===== src/rtl/jk_bank_ctrl.sv =====
// jk_bank_ctrl: round-robin sequencer driving a bank of JK flip-flops; define JK_CHECK_EN for Q readback verification
module jk_bank_ctrl #(
  parameter int WIDTH = 8,
  parameter int NREQ  = 4
) (
  input  logic                    clk,
  input  logic                    rst_n,
  input  logic [NREQ-1:0]         req,
  input  logic [2*NREQ-1:0]       op,
  input  logic [WIDTH*NREQ-1:0]   mask,
  output logic [NREQ-1:0]         gnt,
  output logic                    busy,
  output logic                    done,
  output logic                    err,
  output logic [WIDTH-1:0]        j_vec,
  output logic [WIDTH-1:0]        k_vec,
  input  logic [WIDTH-1:0]        q_vec
);
  localparam int PW = $clog2(NREQ);
`ifdef JK_CHECK_EN
  typedef enum logic [1:0] {IDLE, DRIVE, CHECK} state_t;
`else
  typedef enum logic [1:0] {IDLE, DRIVE} state_t;
`endif
  state_t            state_q, state_d;
  logic [PW-1:0]     ptr_q, ptr_d, win;
  logic [NREQ-1:0]   sel;
  logic              hit, fire;
  logic [1:0]        op_w;
  logic [WIDTH-1:0]  mask_w, j_dec, k_dec, j_q, k_q, j_d, k_d;
  // Round-robin search starting at ptr_q; the first requester found wins
  always_comb begin
    hit = 1'b0;
    win = ptr_q;
    sel = '0;
    for (int o = 0; o < NREQ; o++) begin
      for (int i = 0; i < NREQ; i++) begin
        if (!hit && req[i] && i == (int'(ptr_q) + o) % NREQ) begin
          hit    = 1'b1;
          win    = PW'(i);
          sel[i] = 1'b1;
        end
      end
    end
  end
  // Grant is decoded in the IDLE cycle itself so the next grant can follow CHECK without a gap
  assign fire = hit && state_q == IDLE && rst_n;
  assign gnt  = fire ? sel : '0;
  assign ptr_d = fire ? ((int'(win) == NREQ - 1) ? '0 : win + 1'b1) : ptr_q;
  // Capture the winner's command and decode it onto J/K
  always_comb begin
    op_w   = '0;
    mask_w = '0;
    for (int i = 0; i < NREQ; i++) begin
      if (sel[i]) begin
        op_w   = op[2*i +: 2];
        mask_w = mask[WIDTH*i +: WIDTH];
      end
    end
  end
  assign j_dec = op_w[1] ? mask_w : '0;
  assign k_dec = op_w[0] ? mask_w : '0;
  assign j_d   = fire ? j_dec : '0;
  assign k_d   = fire ? k_dec : '0;
  // Next-state logic for the operation sequence
  always_comb begin
    state_d = state_q;
    case (state_q)
      IDLE:    state_d = fire ? DRIVE : IDLE;
`ifdef JK_CHECK_EN
      DRIVE:   state_d = CHECK;
`else
      DRIVE:   state_d = IDLE;
`endif
      default: state_d = IDLE;
    endcase
  end
  // State, pointer and J/K registers; J/K are loaded only for the single DRIVE cycle
  always_ff @(posedge clk or negedge rst_n) begin
    if (!rst_n) begin
      state_q <= IDLE;
      ptr_q   <= '0;
      j_q     <= '0;
      k_q     <= '0;
    end else begin
      state_q <= state_d;
      ptr_q   <= ptr_d;
      j_q     <= j_d;
      k_q     <= k_d;
    end
  end
  assign j_vec = j_q;
  assign k_vec = k_q;
  assign busy  = state_q != IDLE;
`ifdef JK_CHECK_EN
  logic [WIDTH-1:0] exp_q, exp_d;
  assign exp_d = fire ? ((j_dec & ~q_vec) | (~k_dec & q_vec)) : exp_q;
  // Expected bank contents computed from the Q snapshot taken at grant
  always_ff @(posedge clk or negedge rst_n) begin
    if (!rst_n) exp_q <= '0;
    else        exp_q <= exp_d;
  end
  assign done = state_q == CHECK;
  assign err  = done && (q_vec != exp_q);
`else
  logic unused_q;
  assign unused_q = ^q_vec;
  assign done     = state_q == DRIVE;
  assign err      = 1'b0;
`endif
endmodule

===== config.mk =====
export PLATFORM = sky130hd
export DESIGN_NAME = jk_bank_ctrl
export DESIGN_NICKNAME = d
export VERILOG_FILES = /design/src/rtl/jk_bank_ctrl.sv
export SDC_FILE = /design/constraint.sdc
export NUM_CORES = 1
export LEC_CHECK = 0
export BUFFER_PORTS_ARGS = -buffer_cell sky130_fd_sc_hd__buf_2
export CORE_MARGIN = 2
export CORE_UTILIZATION = 45
export CTS_BUF_LIST = sky130_fd_sc_hd__clkbuf_4 sky130_fd_sc_hd__clkbuf_8 sky130_fd_sc_hd__clkbuf_16
export DETAILED_ROUTE_END_ITERATION = 16
export GPL_TIMING_DRIVEN = 0
export PLACE_DENSITY = 0.8
export SLEW_MARGIN = 15
export SYNTH_ARGS = -nofsm -noshare
export SYNTH_HDL_FRONTEND = slang
export SYNTH_SLANG_ARGS = --single-unit

===== constraint.sdc =====
create_clock -name clk -period 4.95 [get_ports clk]
set_clock_uncertainty 0.2 [all_clocks]
set_input_delay 0.495 -clock clk [delete_from_list [all_inputs] [get_ports clk]]
set_output_delay 0.495 -clock clk [all_outputs]
set_load 0.03 [all_outputs]

**Word level (Yosys, flattened, before mapping)**

Cells that the tools add are included.

- Flip-flop bits (word level): 20
- Input bits: 54

- $add $sub $neg: 4
- Bitwise operators: 3
- Multiplexer cells: 63
- Reduce and logical (&&, ||, !) cells: 57
- Equal/unequal tests: 14

Operators with widths:

| cell | number |
|---|---|
| logical NOT 32 bit | 4 |
| 2-to-1 mux 8 bit | 8 |
| 2-to-1 mux 2 bit | 21 |
| logical AND 1 bit | 33 |
| 2-to-1 mux 1 bit | 33 |
| equality test 3 bit, first input constant | 6 |
| logical NOT 1 bit | 15 |
| equality test 2 x 3 -> 1 bit, first input constant | 3 |
| OR reduction 2 bit | 3 |
| adder 2 x 1 -> 2 bit, second input constant | 2 |
| adder 2 bit, second input constant | 2 |
| equality test 2 x 1 -> 1 bit, second input constant | 2 |
| equality test 2 bit, first input constant | 2 |
| 2-to-1 mux 4 bit | 1 |
| AND 1 bit, first input constant | 3 |
| equality test 1 x 2 -> 1 bit, first input constant | 1 |
| logical NOT 2 bit | 1 |
| nonzero test 2 bit | 1 |

**Longest topological paths before layout**

Gate-level depths: netlist of the first run.

- Depth after elaboration: 67
- Depth in mapped cells: 8

**Least setup slack after synthesis of the first run**

Ideal clock, no wire load.

- Kind: input port to output port
- Start: input port req[1]
- End: output port gnt[3]
- Arrival: 1.795 ns
- Setup slack: 2.460 ns
- Stages: 7
- Path buffers: 3
- Cells stage by stage: buf_4 -> nor2_1 -> or2_4 -> and3_1 -> buf_6 -> clkbuf_1 -> and2_1

- Word-level cells in the longest chain between the ends: 62
- Elaborated cells on any way between the ends: 66
- Those cells by class: mux: 20; reduce/logical: 46

RTL lines:

| item | RTL line | text |
|---|---|---|
| from (decl) | 8 | `input logic [NREQ-1:0] req,` |
| logical AND 1 bit (2 in series) | 38 | `if (!hit && req[i] && i == (int'(ptr_q) + o) % NREQ) begin` |
| 2-to-1 mux 1 bit | 38 |  |
| logical NOT 1 bit | 38 |  |
| logical AND 1 bit (2 in series) | 38 |  |
| 2-to-1 mux 1 bit | 38 |  |
| logical NOT 1 bit | 38 |  |
| logical AND 1 bit (2 in series) | 38 |  |
| 2-to-1 mux 1 bit | 38 |  |
| (+40 left out) | n/a |  |
| logical NOT 1 bit | 38 |  |
| logical AND 1 bit (2 in series) | 38 |  |
| 2-to-1 mux 1 bit | 38 |  |
| logical NOT 1 bit | 38 |  |
| logical AND 1 bit (2 in series) | 38 |  |
| 2-to-1 mux 1 bit | 38 |  |
| logical AND 1 bit (2 in series) | 47 | `assign fire = hit && state_q == IDLE && rst_n;` |
| 2-to-1 mux 4 bit (*) | 48 | `assign gnt = fire ? sel : '0;` |
| to (decl) | 11 | `output logic [NREQ-1:0] gnt,` |

Mark *: on every way between the ends. The rest lies on a longest branch, timed or not.

**Final worst setup path of the first run**

- Start: input port rst_n
- End: output port gnt[3]

- Word-level cells in the longest chain between the ends: 2

RTL lines:

| item | RTL line | text |
|---|---|---|
| from (decl) | 7 | `input logic rst_n,` |
| logical AND 1 bit | 47 |  |
| 2-to-1 mux 4 bit | 48 |  |

No other way between the ends.

==> results of run 1 <==
[cell type report]
type                            count  area share
Buffer                             15      0.0802
Multi-Input combinational cell     96       0.428
Sequential cell                    19       0.254
Tap cell                           44      0.0294
Timing Repair Buffer               66       0.179
Inverter                            7      0.0140
Clock buffer                        4      0.0160
[cell usage after synthesis (2+ instances only)]
library cell | instances | area (sq um)
buf_4 | 3 | 22.5
inv_1 | 6 | 22.5
a311oi_1 | 3 | 26.3
o22ai_1 | 2 | 12.5
nor2b_1 | 3 | 18.8
a311oi_2 | 4 | 60.1
a32o_1 | 14 | 140
clkbuf_8 | 3 | 41.3
nand2_1 | 10 | 37.5
clkbuf_1 | 2 | 7.51
nor3_1 | 8 | 40.0
and2_1 | 2 | 12.5
nor3_2 | 3 | 30.0
a211oi_1 | 2 | 15.0
a21oi_2 | 2 | 17.5
a21o_2 | 2 | 17.5
a211oi_4 | 2 | 40.0
nand3_1 | 8 | 40.0
o21ai_0 | 4 | 20.0
nor2_1 | 4 | 15.0
dfrtp_1 | 19 | 475
buf_6 | 7 | 78.8
[worst reg2reg max path: stages (launching register included)]
cell,delay [ps]
dfrtp_1,480
nand2b_4,180
a311o_1,390
a32oi_1,400
a211oi_4,170
a32o_1,240
[stage by stage]
stage                util  hold WS, ps  instance area [sq um]  std cells  setup WS, ps
finish              0.614          255                   1870        251          1880
global route        0.614          262                   1870        251          1670
CTS                 0.614          255                   1870        251          1860
detailed placement  0.600          259                   1830        246          2190
global placement    0.600          249                   1830        246          2210
floorplan               -       -0.591                   1450        137          2460
[power breakdown]
group / internal, mW / switching [mW] / leakage (nW)
logic: 0.148 / 0.200 / 0.621
registers: 0.175 / 0.0143 / 0.256
clock network: 0.0369 / 0.0466 / 0.0184
total: 0.359 / 0.261 / 0.895
[path summary, 6_finish.rpt]
kind / endpoint / cells after the start / from / slack (ps)
worst max register to register: k_vec[6] / 5 / ptr_q[0] / 2780
worst max-delay path: gnt[3] / 7 / rst_n / 1880
max in group asynchronous: state_q[0] / 2 / rst_n / 3770
worst min-delay path: j_vec[5] / 2 / mask[29] / 260
min in group asynchronous: j_vec[2] / 2 / rst_n / 470
worst min register to register: state_q[0] / 3 / state_q[0] / 490
[registers in the layout, indices dropped and copies added (netlist names)]
register and count:
j_vec 8, k_vec 8, ptr_q 2, state_q 1
[logic make-up after synthesis]
group / share of synthesized area
buf+inv: 0.121
compound gates: 0.367
flops: 0.327
simple gates: 0.182
other cells: 0.00258
[per-layer routing]
layer,routed length [um],up-vias
li1,-,674
met1,1560,671
met2,1920,88
met3,421,7
met4,38,0
met5,0,-
==> out/summary.md, run 1 <==
- Tot GR Track Use: 0.205
- final number of hold-violating endpoints: 0
- async set or reset register ratio after synthesis: 1.00
- number of cell rows: 20
- number of placed I/O pins: 77
- WL per Instance: 15.7 um
- number of warnings printed during yosys synthesis: 0
- global placer's final weighted congestion: 0.889
- fraction of layout instances using a drive strength above 1: 0.507
- router iterations before antenna repair: 4
- kind of cell adding the most delay to the critical path: buffers and inverters
- worst endpoint required time: 4260 ps
- power per standard cell area: 331 nW/um^2
- kind of launch point of the worst setup path: input pin
- wire length reported by the detailed router: 3950 um
- global-route met2 utilization: 0.343
- PnR Total Power: 0.620 mW
- number of unique standard cell types used by synthesis: 46
- Worst IR Drop VDD: 0.000154 V
- worst-path fanout max: 20
- register area: 475 sq um
- kind of end point of the critical path: output port
- hold buffers post-CTS: 1
- maximum number of pins on one net before global-route repair: 21
- worst slew pin tran: 602 ps
- worst setup path class: in2out
- Syn Area/Cell: 10.6 sq um
- Initial Utilization: 0.476
- Gate Count Post-Synth: 137
- Largest stage delay, worst path: 530 ps
- met1 Resource Use GR: 0.271
- count of buffer and inverter cells on the critical path: 4
- gr ovfl total: 0
- HPWL after detailed placement: 3050 um
- CTS tree: done
- core area: 3050 sq um
- vias in the first global route: 1250
- Most Crowded Layer GR: met2
- net count of the mapped netlist: 191
- Top FF cell, synth: dfrtp_1
- cells along the critical path: dlygate4sd3_1 -> buf_2 -> nor2b_1 -> o41ai_4 -> inv_1 -> and2_1 -> buf_2
- Chip Height: 60.8 um
- postcts setup bufs: 0
- Maximum Capacitance Violations: 0
- Leak Pwr: 0.895 nW
- most frequent cell on the critical path: buf_2
- die span in x: 60.8 um
- antenna diode count: 0
- Max-Slew Margin vs Limit: 0.598
- number of cells upsized or downsized after cts: 0
- Final Slew Violations: 0
- vias: 1440
- H-tree depth: 1
- outcome: completed
- growth of design area from synthesis to finish: 28.9%
- clock buffer count from CTS: 3
- post-synthesis sequential area ratio: 0.327
- Netlist Area Pre-Place: 1450 sq um
- clock sink count: 19
- clock period minus final worst setup slack: 3070 ps
- signal arrival time at the worst endpoint: 2380 ps
- wire length of the first global-routing pass: 5610 um
- number of port buffers: 65
- via density per instance: 5.74
- number of nets in the layout: 262
- accumulated negative setup slack: 0 ps
- leading cell type in the layout, fill and taps excluded: buf_2
- antenna violations before repair: 0
- CP max-delay cell: dlygate4sd3_1
- Remaining DRCs: 0
- number of routed nets with antenna violations: 0
- insertion delay to the later sink of the worst-skew pair: 290 ps
- Clock transition at path regs: 100 ps
- Root Buffer Master: clkbuf_4
- fraction of the cycle the final worst path needs: 0.621
- number of flops mapped to enable cells by yosys: 0
- multi-input logic area: 801 sq um
- Fillers: 280
- floorplan die area: 3700 sq um
- met3 Usage GRT: 0.0362
- violation count after the first detailed-routing iteration: 93
- Final setup violation count: 0
- RSZ-0062 raised after global routing: false
- class of the worst hold path: in2reg
- highest-count cells in the layout ignoring fill and taps: 65 x buf_2, 19 x dfrtp_1, 14 x a32o_1
- number of flip-flops and latches in the synthesized netlist: 19
- highest clock rate: 325 MHz
- maximum buffer depth of the clock tree: 2
Note: power is estimated with default switching activity, not from simulation.
==> inputs of run 2 (changes only) <==
--- a/config.mk
+++ b/config.mk
@@ -7,11 +7,11 @@
 export LEC_CHECK = 0
 export BUFFER_PORTS_ARGS = -buffer_cell sky130_fd_sc_hd__buf_2
 export CORE_MARGIN = 2
-export CORE_UTILIZATION = 45
+export CORE_UTILIZATION = 41
 export CTS_BUF_LIST = sky130_fd_sc_hd__clkbuf_4 sky130_fd_sc_hd__clkbuf_8 sky130_fd_sc_hd__clkbuf_16
 export DETAILED_ROUTE_END_ITERATION = 16
 export GPL_TIMING_DRIVEN = 0
-export PLACE_DENSITY = 0.8
+export PLACE_DENSITY = 0.77
 export SLEW_MARGIN = 15
 export SYNTH_ARGS = -nofsm -noshare
 export SYNTH_HDL_FRONTEND = slang
==> constraint.sdc (replaced) <==
create_clock -name clk -period 2.56 [get_ports clk]
set_clock_uncertainty 0.2 [all_clocks]
set_input_delay 0.256 -clock clk [delete_from_list [all_inputs] [get_ports clk]]
set_output_delay 0.256 -clock clk [all_outputs]
set_load 0.03 [all_outputs]
==> out/summary.md, run 2 (synthesis results as in run 1) <==
- number of routed nets with antenna violations: 0, unchanged
- highest-count cells in the layout ignoring fill and taps: 65 x buf_2, 19 x dfrtp_1, 14 x a32o_1
- Maximum Capacitance Violations: 0, unchanged
- number of port buffers: 65, unchanged
- kind of launch point of the worst setup path: flip-flop
- wire length reported by the detailed router: 3900 um, -1.1%
- antenna diode count: 0, unchanged
- highest clock rate: 413 MHz
- global placer's final weighted congestion: 0.864, -2.8%
- growth of design area from synthesis to finish: 28.9%, about the same
- WL per Instance: 15.5 um, -1.5%
- outcome: completed
- Leak Pwr: 0.894 nW, -0.13%
- vias in the first global route: 1265, +1.2%
- number of cells upsized or downsized after cts: 0, unchanged
- Comb pwr share: 0.560, about the same
- leading cell type in the layout, fill and taps excluded: buf_2
- Tot GR Track Use: 0.199, -0.00661
- H-tree depth: 1, unchanged
- proportion of power drawn by flip-flops and latches: 0.304, about the same
- core area: 3360 sq um, +10%
- Clock power frac: 0.137, +0.002
- Root Buffer Master: clkbuf_4
- post-route cell area: 1870 sq um, about the same
- count of buffer and inverter cells on the critical path: 3, -1
- Final setup violation count: 0, unchanged
- antenna violations before repair: 0, unchanged
- accumulated negative setup slack: 0 ps, unchanged
- register area: 475 sq um, unchanged
- cells along the critical path: buf_6 -> nor2_1 -> a221oi_2 -> nand2b_2 -> clkbuf_8 -> nor2_1 -> buf_2
- Fillers: 333, +19%
- PnR Total Power: 1.20 mW, +93%
- Sw Ratio: 0.420, -0.00108
- fraction of layout instances using a drive strength above 1: 0.510, +0.00246
- wire length of the first global-routing pass: 6290 um, +12%
- power spent charging and discharging nets: 0.502 mW, +92%
- class of the worst hold path: in2reg
- pre-CTS WS: 215 ps, -1970 ps
- Max-Slew Margin vs Limit: 0.417, -0.181
- via density per instance: 5.55, -3.2%
- worst setup path class: reg2out
- CTS tree: done
- Largest stage delay, worst path: 460 ps, -70 ps
- clock sink count: 19, unchanged
- placement-stage cell area: 1840 sq um, +0.14%
- worst-path fanout max: 10, -50%
- Remaining DRCs: 0, unchanged
- share of the core filled with cells in the final layout: 0.557, -0.0570
- Clock transition at path regs: 120 ps, +20 ps
- worst hold slack: 21.7 ps, -233 ps
- Power Internal: 0.693 mW, +93%
- router iterations before antenna repair: 4, unchanged
- final number of hold-violating endpoints: 0, unchanged
- postcts setup bufs: 0, unchanged
- most frequent cell on the critical path: nor2_1
- clock buffer count from CTS: 3, unchanged
- kind of end point of the critical path: output port
- Chip Height: 63.5 um, +4.5%
- number of cell rows: 21, +5.0%
- die span in x: 63.5 um, +4.5%
- gr ovfl total: 0, unchanged
- maximum buffer depth of the clock tree: 2, unchanged
- number of nets in the layout: 261, -0.38%
- RSZ-0062 raised after global routing: false
- HPWL after detailed placement: 2950 um, -3.2%
- number of placed I/O pins: 77, unchanged
- Final Slew Violations: 0, unchanged
- worst slew pin tran: 872 ps, +271 ps
- multi-input logic area: 801 sq um, unchanged
- placed cells: 248, +0.81%
- worst endpoint required time: 2100 ps, -2160 ps
- Worst IR Drop VDD: 0.000341 V, +120%
- CP max-delay cell: dfrtp_1
- maximum number of pins on one net before global-route repair: 20, -4.8%
- Non-Filler Instances: 252, +0.40%
- clock period minus final worst setup slack: 2420 ps
- kind of cell adding the most delay to the critical path: buffers and inverters
- insertion delay to the later sink of the worst-skew pair: 290 ps, about the same
- signal arrival time at the worst endpoint: 1970 ps, -410 ps
- vias: 1399, -2.8%
- fraction of the cycle the final worst path needs: 0.947
- floorplan die area: 4040 sq um, +9.1%
- smallest setup slack after layout: 136 ps, -1740 ps
- power per standard cell area: 639 nW/um^2, +93%
- violation count after the first detailed-routing iteration: 199, +110%
- Initial Utilization: 0.432, -0.0439
run 2: cell count changes in the layout (fill, tap and decap cells not counted), sizes merged:
cell	change
clkbuf	-1
run 2: worst paths after layout:
path	from	to	slack, ps	depth (start not counted)
min in group asynchronous	rst_n	j_vec[2]	450	2
max in group asynchronous	rst_n	state_q[0]	1170	2
hold / removal	mask[28]	k_vec[4]	20	2
hold reg to reg	state_q[0]	state_q[0]	500	3
setup reg to reg	ptr_q[0]	j_vec[0]	440	6
setup / recovery	ptr_q[1]	gnt[2]	140	7
run 2: area by class of cell:
| cell class | count | area share |
|---|---|---|
| multi-input cells | 96 | 0.428 |
| inverters | 7 | 0.0140 |
| repair buffers | 66 | 0.179 |
| flip-flops and latches | 19 | 0.254 |
| plain buffers | 14 | 0.0782 |
| well taps | 46 | 0.0307 |
| clock buffers | 4 | 0.0160 |
run 2: metal layers:
layer,up-vias,part of all wire,track usage
li1,672,-,-
met1,650,0.43,0.284
met2,75,0.47,0.307
met3,2,0.093,0.0446
met4,0,0.0051,0.0408
met5,-,0,0
run 2: power by group through the flow:
stage	logic (mW)	registers, mW	clock network, mW
after floorplan	0.451	0.424	0
after global placement	0.659	0.369	0
after detailed placement	0.669	0.368	0
after CTS	0.671	0.362	0.161
after global routing	0.725	0.367	0.181
final	0.669	0.363	0.163
run 2: timing repair:
item,in CTS,in global routing
hold buffers,1,0
endpoints found under the hold margin,19,0
setup endpoints to repair,1,0
==> inputs of run 3 (changes only) <==
--- a/config.mk
+++ b/config.mk
@@ -7,12 +7,13 @@
 export LEC_CHECK = 0
 export BUFFER_PORTS_ARGS = -buffer_cell sky130_fd_sc_hd__buf_2
 export CORE_MARGIN = 2
-export CORE_UTILIZATION = 41
+export CORE_UTILIZATION = 39
 export CTS_BUF_LIST = sky130_fd_sc_hd__clkbuf_4 sky130_fd_sc_hd__clkbuf_8 sky130_fd_sc_hd__clkbuf_16
 export DETAILED_ROUTE_END_ITERATION = 16
 export GPL_TIMING_DRIVEN = 0
-export PLACE_DENSITY = 0.77
+export PLACE_DENSITY = 0.74
 export SLEW_MARGIN = 15
 export SYNTH_ARGS = -nofsm -noshare
 export SYNTH_HDL_FRONTEND = slang
 export SYNTH_SLANG_ARGS = --single-unit
+export TNS_END_PERCENT = 50
==> out/summary.md, run 3 (synthesis results as in run 1) <==
- Non-Filler Instances: 254, +0.79%
- WL per Instance: 15.2 um, -2.2%
- number of cells upsized or downsized after cts: 0, unchanged
- fraction of the cycle the final worst path needs: 0.923, -0.0240
- number of nets in the layout: 261, unchanged
- highest-count cells in the layout ignoring fill and taps: 65 x buf_2, 19 x dfrtp_1, 14 x a32o_1
- Max-Slew Margin vs Limit: 0.426, +0.00949
- multi-input logic area: 801 sq um, unchanged
- Root Buffer Master: clkbuf_8
- Tot GR Track Use: 0.186, -0.0123
- number of routed nets with antenna violations: 0, unchanged
- Clock transition at path regs: 70 ps, -50 ps
- Largest stage delay, worst path: 450 ps, about the same
- highest clock rate: 423 MHz, +2.6%
- Maximum Capacitance Violations: 0, unchanged
- core area: 3630 sq um, +8.0%
- clock sink count: 19, unchanged
- via density per instance: 5.48, -1.3%
- CTS tree: done
- kind of launch point of the worst setup path: flip-flop
- CP max-delay cell: dfrtp_1
- floorplan die area: 4230 sq um, +4.8%
- clock buffer count from CTS: 3, unchanged
- global placer's final weighted congestion: 0.861, -0.35%
- register area: 475 sq um, unchanged
- maximum number of pins on one net before global-route repair: 20, unchanged
- kind of end point of the critical path: output port
- violation count after the first detailed-routing iteration: 129, -35%
- number of placed I/O pins: 77, unchanged
- placed cells: 250, +0.81%
- kind of cell adding the most delay to the critical path: buffers and inverters
- number of cell rows: 22, +4.8%
- Leak Pwr: 0.902 nW, +0.87%
- sum of met2 wire segment lengths after detailed routing: 1810 um, -2.1%
- Chip Height: 65.0 um, +2.4%
- accumulated negative setup slack: 0 ps, unchanged
- vias in the first global route: 1287, +1.7%
- worst slew pin tran: 858 ps, -14.2 ps
- Fillers: 354, +6.3%
- growth of design area from synthesis to finish: 30.3%
- class of the worst hold path: in2reg
- router iterations before antenna repair: 4, unchanged
- RSZ-0062 raised after global routing: false
- fraction of layout instances using a drive strength above 1: 0.510, unchanged
- Met1 Routed Length: 1720 um, +3.1%
- count of buffer and inverter cells on the critical path: 3, unchanged
- insertion delay to the later sink of the worst-skew pair: 250 ps, -40 ps
- most frequent cell on the critical path: nor2_1
- Worst IR Drop VDD: 0.000244 V, -29%
- vias: 1392, -0.50%
- cells along the critical path: buf_6 -> nor2_1 -> a221oi_2 -> nand2b_2 -> clkbuf_8 -> nor2_1 -> buf_2
- Initial Utilization: 0.400, -0.0321
- H-tree depth: 1, unchanged
- worst-path fanout max: 10, unchanged
- antenna violations before repair: 0, unchanged
- outcome: completed
- signal arrival time at the worst endpoint: 1910 ps, -60 ps
- Final setup violation count: 0, unchanged
- wire length reported by the detailed router: 3850 um, -1.4%
- gr ovfl total: 0, unchanged
- power per standard cell area: 661 nW/um^2, +3.5%
- Final Slew Violations: 0, unchanged
- die span in x: 65.0 um, +2.4%
- leading cell type in the layout, fill and taps excluded: buf_2
- worst setup path class: reg2out
- antenna diode count: 0, unchanged
- HPWL after detailed placement: 2980 um, +1.2%
- Remaining DRCs: 0, unchanged
- wire length of the first global-routing pass: 6140 um, -2.4%
- worst endpoint required time: 2100 ps, about the same
- detailed-routed wire length on met3: 273 um, -25%
- number of port buffers: 65, unchanged
- final number of hold-violating endpoints: 0, unchanged
- maximum buffer depth of the clock tree: 2, unchanged
- DR top layer: met4
- clock period minus final worst setup slack: 2360 ps, -61.4 ps
[run 3: layout make-up]
class                           count  area share
Tap cell                           48      0.0317
Multi-Input combinational cell     96       0.423
Sequential cell                    19       0.251
Buffer                             14      0.0773
Inverter                            7      0.0139
Timing Repair Buffer               66       0.177
Clock buffer                        4      0.0258
[run 3: worst paths after layout]
| path | from | to | slack [ps] | cells after the start |
|---|---|---|---|---|
| worst max-delay path | ptr_q[1] | gnt[2] | 200 | 7 |
| worst min-delay path | mask[28] | k_vec[4] | 80 | 2 |
| worst max register to register | ptr_q[0] | j_vec[3] | 410 | 6 |
| worst min register to register | state_q[0] | state_q[0] | 510 | 3 |
| max in group asynchronous | rst_n | j_vec[5] | 1170 | 2 |
| min in group asynchronous | rst_n | k_vec[0] | 470 | 2 |
[run 3: through the flow]
| step | total power, mW | worst slack [ps] | cell area [sq um] | util | hold slack [ps] |
|---|---|---|---|---|---|
| finish | 1.25 | 197 | 1890 | 0.521 | 76.0 |
| floorplan | 0.876 | 514 | 1450 | - | -240 |
| detailed placement | 1.03 | 234 | 1840 | 0.506 | 14.8 |
| global route | 1.33 | 65.1 | 1890 | 0.521 | 77.3 |
| CTS | 1.25 | 203 | 1890 | 0.521 | 68.2 |
| global placement | 1.03 | 236 | 1840 | 0.506 | 11.5 |
[run 3: repair_timing]
| item | 4_1_cts | 5_1_grt |
|---|---|---|
| endpoints found under the hold margin | 19 | 0 |
| setup endpoints to repair | 1 | 0 |
| buffers inserted | 0 | 0 |
| hold buffers | 1 | 0 |
[run 3: worst register-to-register path, cell delays in order (launching register included)]
cell and delay [ps]:
dfrtp_1 460, nand2b_4 180, a311o_1 380, buf_6 160
a32oi_4 280, a211oi_4 140, a32o_1 240
[run 3: power by group]
part | total, mW | internal [mW] | switching, mW
clock network | 0.219 | 0.121 | 0.0982
logic | 0.667 | 0.284 | 0.383
registers | 0.364 | 0.338 | 0.0262
[run 3: per-layer routing]
| layer | global-route usage | up-vias |
|---|---|---|
| met3 | 0.0226 | 4 |
| li1 | - | 672 |
| met4 | 0.0599 | 0 |
| met1 | 0.249 | 656 |
| met5 | 0 | - |
| met2 | 0.313 | 60 |
